$ cat config.mk
export PLATFORM = sky130hd
export DESIGN_NAME = pipe_skid_reg
export DESIGN_NICKNAME = d
export VERILOG_FILES = /design/src/rtl/pipe_skid_reg.sv
export SDC_FILE = /design/constraint.sdc
export NUM_CORES = 1
export LEC_CHECK = 0
export ABC_AREA = 1
export BUFFER_PORTS_ARGS = -buffer_cell sky130_fd_sc_hd__buf_2
export CORE_AREA = 2 2 192 147
export DETAILED_ROUTE_END_ITERATION = 6
export DIE_AREA = 0 0 194 149
export PLACE_DENSITY = 0.46
export RECOVER_POWER = 100
export SLEW_MARGIN = 20
export SYNTH_ARGS = -nofsm -noshare
export SYNTH_HDL_FRONTEND = slang
export SYNTH_SLANG_ARGS = --single-unit
$ cat constraint.sdc
create_clock -name CLK -period 2.9 [get_ports CLK]
set_input_delay 0.29 -clock CLK [delete_from_list [all_inputs] [get_ports CLK]]
set_output_delay 0.29 -clock CLK [all_outputs]
set_load 0.005 [all_outputs]
$ cat src/rtl/pipe_skid_reg.sv
// pipe_skid_reg: elastic stage register with a two-entry skid buffer,
// freeze/flush control and saturating stall/squash counters.
module pipe_skid_reg #(
  parameter int unsigned       DATA_W    = 64,
  parameter logic [DATA_W-1:0] NOP_VALUE = '0,
  parameter int unsigned       CNT_W     = 16
) (
  input  logic              CLK,
  input  logic              RST,
  input  logic              in_valid,
  input  logic [DATA_W-1:0] in_data,
  output logic              in_ready,
  output logic              out_valid,
  output logic [DATA_W-1:0] out_data,
  input  logic              out_ready,
  input  logic              freeze,
  input  logic              flush,
  output logic [1:0]        occupancy,
  output logic [CNT_W-1:0]  stall_cnt,
  output logic [CNT_W-1:0]  squash_cnt
);

  typedef enum logic [1:0] {
    EMPTY = 2'd0,
    ONE   = 2'd1,
    FULL  = 2'd2
  } state_e;

  localparam logic [CNT_W-1:0] CNT_MAX = '1;

  state_e            state_q, state_d;
  logic [DATA_W-1:0] main_q, main_d;
  logic [DATA_W-1:0] skid_q, skid_d;
  logic [CNT_W-1:0]  stall_q, stall_d;
  logic [CNT_W-1:0]  squash_q, squash_d;
  logic [CNT_W:0]    squash_sum;
  logic              main_valid, skid_valid;
  logic              in_xfer, out_xfer;

  assign main_valid = (state_q != EMPTY);
  assign skid_valid = (state_q == FULL);

  // flush gates out_valid too, so a squashed head is never consumed
  assign out_valid = main_valid & ~freeze & ~flush;
  assign in_ready  = ~skid_valid & ~freeze & ~flush;
  assign in_xfer   = in_valid & in_ready;
  assign out_xfer  = out_valid & out_ready;

  assign out_data   = main_q;
  assign occupancy  = state_q;
  assign stall_cnt  = stall_q;
  assign squash_cnt = squash_q;

  assign squash_sum = {1'b0, squash_q}
                    + (CNT_W+1)'(main_valid)
                    + (CNT_W+1)'(skid_valid);

  always_comb begin
    state_d  = state_q;
    main_d   = main_q;
    skid_d   = skid_q;
    stall_d  = stall_q;
    squash_d = squash_q;

    if (out_valid && !out_ready && stall_q != CNT_MAX) begin
      stall_d = stall_q + CNT_W'(1);
    end

    if (flush) begin
      state_d  = EMPTY;
      main_d   = NOP_VALUE;
      skid_d   = NOP_VALUE;
      squash_d = (squash_sum > {1'b0, CNT_MAX}) ? CNT_MAX
                                                : squash_sum[CNT_W-1:0];
    end else if (!freeze) begin
      unique case (state_q)
        EMPTY: begin
          if (in_xfer) begin
            state_d = ONE;
            main_d  = in_data;
          end
        end
        ONE: begin
          if (in_xfer && out_xfer) begin
            main_d = in_data;
          end else if (in_xfer) begin
            state_d = FULL;
            skid_d  = in_data;
          end else if (out_xfer) begin
            state_d = EMPTY;
          end
        end
        FULL: begin
          if (out_xfer) begin
            state_d = ONE;
            main_d  = skid_q;
          end
        end
        default: begin
          state_d = EMPTY;
        end
      endcase
    end
  end

  always_ff @(posedge CLK) begin
    if (!RST) begin
      state_q  <= EMPTY;
      main_q   <= NOP_VALUE;
      skid_q   <= NOP_VALUE;
      stall_q  <= '0;
      squash_q <= '0;
    end else begin
      state_q  <= state_d;
      main_q   <= main_d;
      skid_q   <= skid_d;
      stall_q  <= stall_d;
      squash_q <= squash_d;
    end
  end

endmodule

==> summary.txt, run 1 <==
Pwr
  • Peak VDD IR: 414 uV
  • PD cells: 551 mW/mm^2
  • Lkg Pwr: 3.56 nW
  • Power Total: 0.00510 W

Global route
  • GRT Util Overall: 0.148
  • GRT overflow: 0
  • Largest net degree at the start of global routing: 131
  • Vias in the first global route: 6449
  • Global-route wire length before repair: 34.4 mm
  • Initial antenna violation count: 0

Clock tree
  • Worst-path clk slew: 60 ps
  • CTS sink cnt: 162
  • CTS H-tree depth: 4
  • CTS resizes: 0
  • Cts hold-fix bufs: 0
  • Postcts setup bufs: 0
  • CTS Buf Count: 17
  • Clock root buffer: clkbuf_16
  • CTS max path bufs: 2
  • CTS tree: built
  • Clock Latency Late Sink: 430 ps

Timing
  • Final Critical Period: 2220 ps
  • Final period util: 0.767
  • Worst Clk Skew: 11.0 ps
  • Final hold violations: 0
  • RSZ-0062 raised after global routing: no
  • Final setup TNS: 0 ps
  • Fin. max-slew vios: 0
  • # setup viols final: 0
  • Fmax: 450 MHz
  • Rel. slew slack: 0.358
  • Worst Tran Pin Value: 963 ps

Floorplan
  • Core ar.: 0.0273 sq mm
  • I/O pin cnt: 170
  • Die width: 194 um
  • Die area: 0.0289 sq mm
  • Die H: 149 um
  • Row count: 53
  • Starting density of the core: 0.283

Yosys
  • Area contributors post-synth: dfxtp_1 42%, nand2_1 11%, a21oi_1 10%
  • Synthesis warning total: 0
  • Synth cell types: 31
  • Synth area leader: dfxtp_1
  • Adder-Cell Fraction of Synth Area: 0.00486
  • Compound-Gate Fraction of Synth Area: 0.198
  • Top-count cell post-synth: nand2_1
  • Synthesized area: 0.00773 sq mm
  • Flops & latches, synth: 162
  • Synth Area in Simple Gates: 0.254
  • Top_reg_cell synth: dfxtp_1
  • Seq/Total Area, Yosys: 0.420
  • Largest family of logic cells by synthesized area: simple AND/OR/NAND/NOR gates
  • Cells after synthesis: 1091
  • Post-synth ARST share: 0
  • Post-synth top area share: 0.420
  • Synth Area in XOR/XNOR: 0.0227
  • Post-synthesis mux area share: 0
  • Mapped Nets: 1164
  • Post-synth EDFFs: 0
  • Syn avg cell area: 7.08 sq um
  • Post-synth top cells: 220 x nand2_1, 162 x dfxtp_1, 154 x a21oi_1

Critical path
  • Crit path from: occupancy[0]
  • CP arrival: 2550 ps
  • Critical Path Start Type: flop
  • Crit path max fanout: 38
  • CP endpoint kind: flop
  • Worst Path Class, Setup: flop to flop
  • RR Startpoint: occupancy[0]
  • Req. time, crit path: 3220 ps

Layout
  • Diodes inserted: 0
  • Net count, final: 1287
  • Fillers: 3011
  • Area growth syn-to-layout: 19.9%
  • Final cell count without fillers: 1583
  • Share of cells above drive strength 1: 0.130

Worst hold path
  • Hold Path Origin: in_data[57]
  • Worst Hold Class: input port to flop

Place
  • Routability Congestion: 0.809
  • Number of port buffers: 169
  • Placed Cells: 1552
  • Final HPWL DP: 13.9 mm

Routing
  • Per-cell routed wire length: 13.7 um
  • ANT nets after route: 0
  • WL final: 21.7 mm
  • DRT Pass-1 Iters: 5
  • Vias per Instance: 4.61
  • Initial drt markers: 367
  • DR DRC count: 0
  • Via count: 7293

Run
  • Max-cap violations: 0

Run status
  • Run status: finished clean
## cell type report
cell class	count	area, sq um	share of cell area
clock buffer	23	478	0.0516
clock inverter	8	103	0.0111
inverter	94	355	0.0383
multi-input combinational	760	3700	0.400
sequential	162	3240	0.350
tap	357	447	0.0482
timing repair buffer	179	937	0.101
## logic make-up (layout without fill, tap and decap cells)
logic type,count (synthesis),count (layout)
AND/OR/NAND/NOR,435,435
AO/OA/AOI/OAI,302,302
buffers and inverters,169,304
flip-flops,162,162
XOR/XNOR,20,20
adder cells (fa/ha/maj),3,3
## worst max-delay path, stage by stage (launching register included)
cell	delay, ps
dfxtp_1	420
inv_1	100
nand2_1	130
nand3_1	170
nor2_1	140
nand2_1	70
nand2_2	550
buf_12	280
nand3b_1	110
nand2_1	70
nor2_1	40
## state kept, by name, indices dropped and copies added, names as in the netlist
register,cells
out_data,64
skid_q,64
squash_cnt,16
stall_cnt,16
occupancy,2
## power by group
group | switching [W] | leakage, nW | internal (W)
clock | 0.000961 | 0.280 | 0.00134
sequential | 0.0000370 | 1.31 | 0.00227
combinational | 0.000288 | 1.97 | 0.000209
total | 0.00129 | 3.56 | 0.00382
## metrics by stage
| step | util | setup slack, ps | hold WS, ps | instance area, sq um |
|---|---|---|---|---|
| finish | 0.339 | 676 | 115 | 9270 |
| global route | 0.339 | 394 | 113 | 9270 |
| CTS | 0.343 | 764 | 96.7 | 9360 |
| detailed placement | 0.321 | 782 | 439 | 8780 |
| global placement | 0.321 | 838 | 434 | 8780 |
| floorplan | - | 1160 | 424 | 7730 |
## path summary, 6_finish.rpt
kind | endpoint | slack, ps | cells past startpoint
max | out_data[56] | 680 | 10
min | skid_q[57] | 110 | 3
max reg2reg | out_data[56] | 680 | 10
min reg2reg | skid_q[47] | 450 | 2
## per-layer routing
metal  GRT usage  routed length, um
met5           0                  0
met4      0.0477                267
met3      0.0298                816
met2       0.223               9480
met1       0.211              11100
## cell usage in the layout, fill, tap and decap left out, drive strengths merged, types with 23 or more instances in the layout
cell,Yosys,layout
nand2,222,222
dfxtp,162,162
a21oi,154,154
o21ai,143,143
buf,51,123
nor2,113,113
inv,94,95
clkbuf,24,79
nand3b,64,64
nand3,23,23
Note: power is estimated with default switching activity, not from simulation.
==> inputs of run 2 (changes only) <==
Settings changed: ABC_AREA 1 to 0, CORE_AREA 2 2 192 147 to 2 2 182 140, DIE_AREA 0 0 194 149 to 0 0 184 142.
Clock period 2.9 ns to 2.2 ns, I/O delays scaled along.
==> run 2 against run 1 <==
Compared with the run above:
- die area shrank 9.6%
- global-route usage grew 1.4 points
- count of clock-buffer cells in the layout shrank 3
- area after synthesis shrank 10%
- via count shrank 12%
- final area shrank 5.4%
- sequential share of layout area grew 2.0 points
==> summary.txt, run 2 <==
Run status
  • Run status: finished clean

Yosys
  • Synth area leader: dfxtp_1
  • Seq/Total Area, Yosys: 0.467 (+0.0468)
  • Top-count cell post-synth: dfxtp_1
  • Synth cell types: 41 (+32%)
  • Mapped Nets: 888 (-24%)
  • Cells after synthesis: 815 (-25%)
  • Synthesis warning total: 0 (unchanged)
  • Post-synth ARST share: 0 (unchanged)
  • Top_reg_cell synth: dfxtp_1
  • Syn avg cell area: 8.53 sq um (+20%)
  • Area contributors post-synth: dfxtp_1 47%, mux2i_1 11%, a21oi_1 10%
  • Post-synth top cells: 162 x dfxtp_1, 150 x nand2_1, 144 x a21oi_1
  • Post-synth EDFFs: 0 (unchanged)
  • Flops & latches, synth: 162 (unchanged)
  • Synthesized area: 0.00695 sq mm (-10%)
  • Post-synth top area share: 0.467 (+0.0468)

Layout
  • Most common cell after layout, fill and taps aside: dfxtp_1
  • Area growth syn-to-layout: 26.0%
  • Net count, final: 1037 (-19%)
  • Share of cells above drive strength 1: 0.178 (+0.0484)
  • Commonest non-fill, non-tap cells in the layout: 161 x dfxtp_1, 149 x nand2_1, 144 x a21oi_1

Timing
  • Rel. slew slack: 0.387 (+0.0294)
  • # setup viols final: 0 (unchanged)
  • Fin. max-slew vios: 0 (unchanged)
  • Worst Tran Pin Value: 919 ps (-44.0 ps)
  • Final period util: 0.943 (+0.176)
  • Final hold violations: 0 (unchanged)
  • Fmax: 482 MHz (+7.2%)
  • RSZ-0062 raised after global routing: no
  • Worst Clk Skew: 10.2 ps (-0.798 ps)
  • Final Critical Period: 2070 ps (-150 ps)
  • Final setup TNS: 0 ps (unchanged)

Worst hold path
  • Worst Hold Class: input port to flop

Clock tree
  • Clock Latency Late Sink: 430 ps (about the same)
  • CTS max path bufs: 2 (unchanged)
  • Worst-path clk slew: 70 ps (about the same)
  • CTS sink cnt: 162 (unchanged)
  • CTS H-tree depth: 4 (unchanged)
  • CTS tree: built
  • CTS Buf Count: 17 (unchanged)
  • Cts hold-fix bufs: 0 (unchanged)
  • Clock root buffer: clkbuf_16

Floorplan
  • Die width: 184 um (-5.2%)
  • Die H: 142 um (-4.7%)
  • Starting density of the core: 0.285 (+0.00209)
  • Row count: 50 (-5.7%)
  • I/O pin cnt: 170 (unchanged)
  • Core ar.: 0.0244 sq mm (-11%)
  • Die area: 0.0261 sq mm (-9.6%)

Critical path
  • Crit path max-delay family: simple AND/OR/NAND/NOR gates
  • Critical Path Start Type: flop
  • Critical Path, Cell by Cell: nand4_1 > or4_1 > or4_1 > o211a_1
  • Critical path buffers and inverters: 0 (-2)
  • Slowest cell delay on critical path: 620 ps (+70 ps)
  • CP endpoint kind: flop
  • Slowest stage cell on the critical path: or4_1
  • Critical path's most frequent cell: or4_1
  • Worst Path Class, Setup: flop to flop
  • Crit path max fanout: 10 (-74%)
  • CP arrival: 2400 ps (-150 ps)
  • Req. time, crit path: 2520 ps (-700 ps)

Routing
  • Vias per Instance: 4.99 (+8.2%)
  • ANT nets after route: 0 (unchanged)
  • Per-cell routed wire length: 16.4 um (+19%)
  • DR DRC count: 0 (unchanged)
  • DRT Pass-1 Iters: 5 (unchanged)
  • WL final: 21.1 mm (-2.7%)
  • Via count: 6432 (-12%)
  • Initial drt markers: 322 (-12%)

Global route
  • Largest net degree at the start of global routing: 66 (-50%)
  • GRT Util Overall: 0.162 (+0.0137)
  • Global-route wire length before repair: 32.7 mm (-5.1%)
  • GRT overflow: 0 (unchanged)
  • Initial antenna violation count: 4 (+4)
  • Vias in the first global route: 5784 (-10%)

Pwr
  • Lkg Pwr: 3.42 nW (-4.0%)
  • Power Total: 0.00648 W (+27%)
  • PD cells: 739 mW/mm^2 (+34%)
  • Peak VDD IR: 491 uV (+19%)

Run
  • Max-cap violations: 0 (unchanged)

Place
  • Number of port buffers: 169 (unchanged)
  • Final HPWL DP: 13.2 mm (-4.5%)
  • Routability Congestion: 0.853 (+5.5%)
## run 2: changes by cell type in the layout (fill, tap and decap cells not counted), sizes merged, moves of 64 or more
cell    change
mux2i      +73
inv        -82
o21ai     -130
nand3b     -64
a211oi     +70
nor2       -99
nand2      -72
## run 2: worst reg2reg max path, cell delays in order (launching register included)
cell and delay (ps):
dfxtp_1 450, nand4_1 210, or4_1 620, or4_1 570, o211a_1 130
## run 2: per-layer routing
layer,wire length [um],vias to the layer above,global-route usage
met5,41,-,0
met2,8910,168,0.232
met4,159,6,0.0379
met3,1670,18,0.0683
li1,-,3238,-
met1,10300,3002,0.223
## run 2: path summary, 6_finish.rpt
check / startpoint / endpoint / slack [ps] / cells past startpoint
max: stall_cnt[2] / stall_cnt[14] / 130 / 4
min: in_data[8] / skid_q[8] / 30 / 3
max reg2reg: stall_cnt[2] / stall_cnt[14] / 130 / 4
min reg2reg: skid_q[45] / skid_q[45] / 450 / 2
## run 2: cell type report
type / count / area [sq um]
fillers: 2586 / 15600
multi-input cells: 572 / 3430
flip-flops and latches: 162 / 3240
repair buffers: 199 / 1070
clock buffers: 20 / 447
well taps: 312 / 390
clock inverters: 12 / 133
inverters: 12 / 45.0
diodes: 1 / 2.50
## run 2: metrics by stage
stage          hold slack [ps]  setup WS, ps  area, sq um  utilization  instances
6_report                  29.4           126         8760        0.359       1290
5_1_grt                   9.22          23.8         8760        0.359       1289
4_1_cts                   2.95           102         8890        0.364       1289
3_5_place_dp               446           173         8310        0.340       1257
3_3_place_gp               441           187         8310        0.340       1257
2_1_floorplan              356           201         6950            -        815
## run 2: repair_timing
action | in CTS | in global routing
buffers inserted | 0 | 0
endpoints found under the setup margin | 0 | 4
resized for setup | 0 | 2
## run 2: logic make-up (layout without fill, tap and decap cells)
group,count (synthesis),after routing,synth area share
other,0,1,0
AOI/OAI and AO/OA,256,256,0.220
and+or+nand+nor,239,239,0.156
adders and majority gates,3,3,0.00540
muxes,73,73,0.105
xor gates and xnor gates,1,1,0.00126
buffers and inverters,81,243,0.0454
DFF,162,162,0.467
## run 2: power breakdown
group          switching, W  leakage, nW  total (W)  internal [W]
Clock               0.00127        0.276    0.00298       0.00170
Sequential        0.0000214         1.31    0.00299       0.00297
Combinational      0.000310         1.83   0.000509      0.000198
Total               0.00161         3.42    0.00648       0.00487
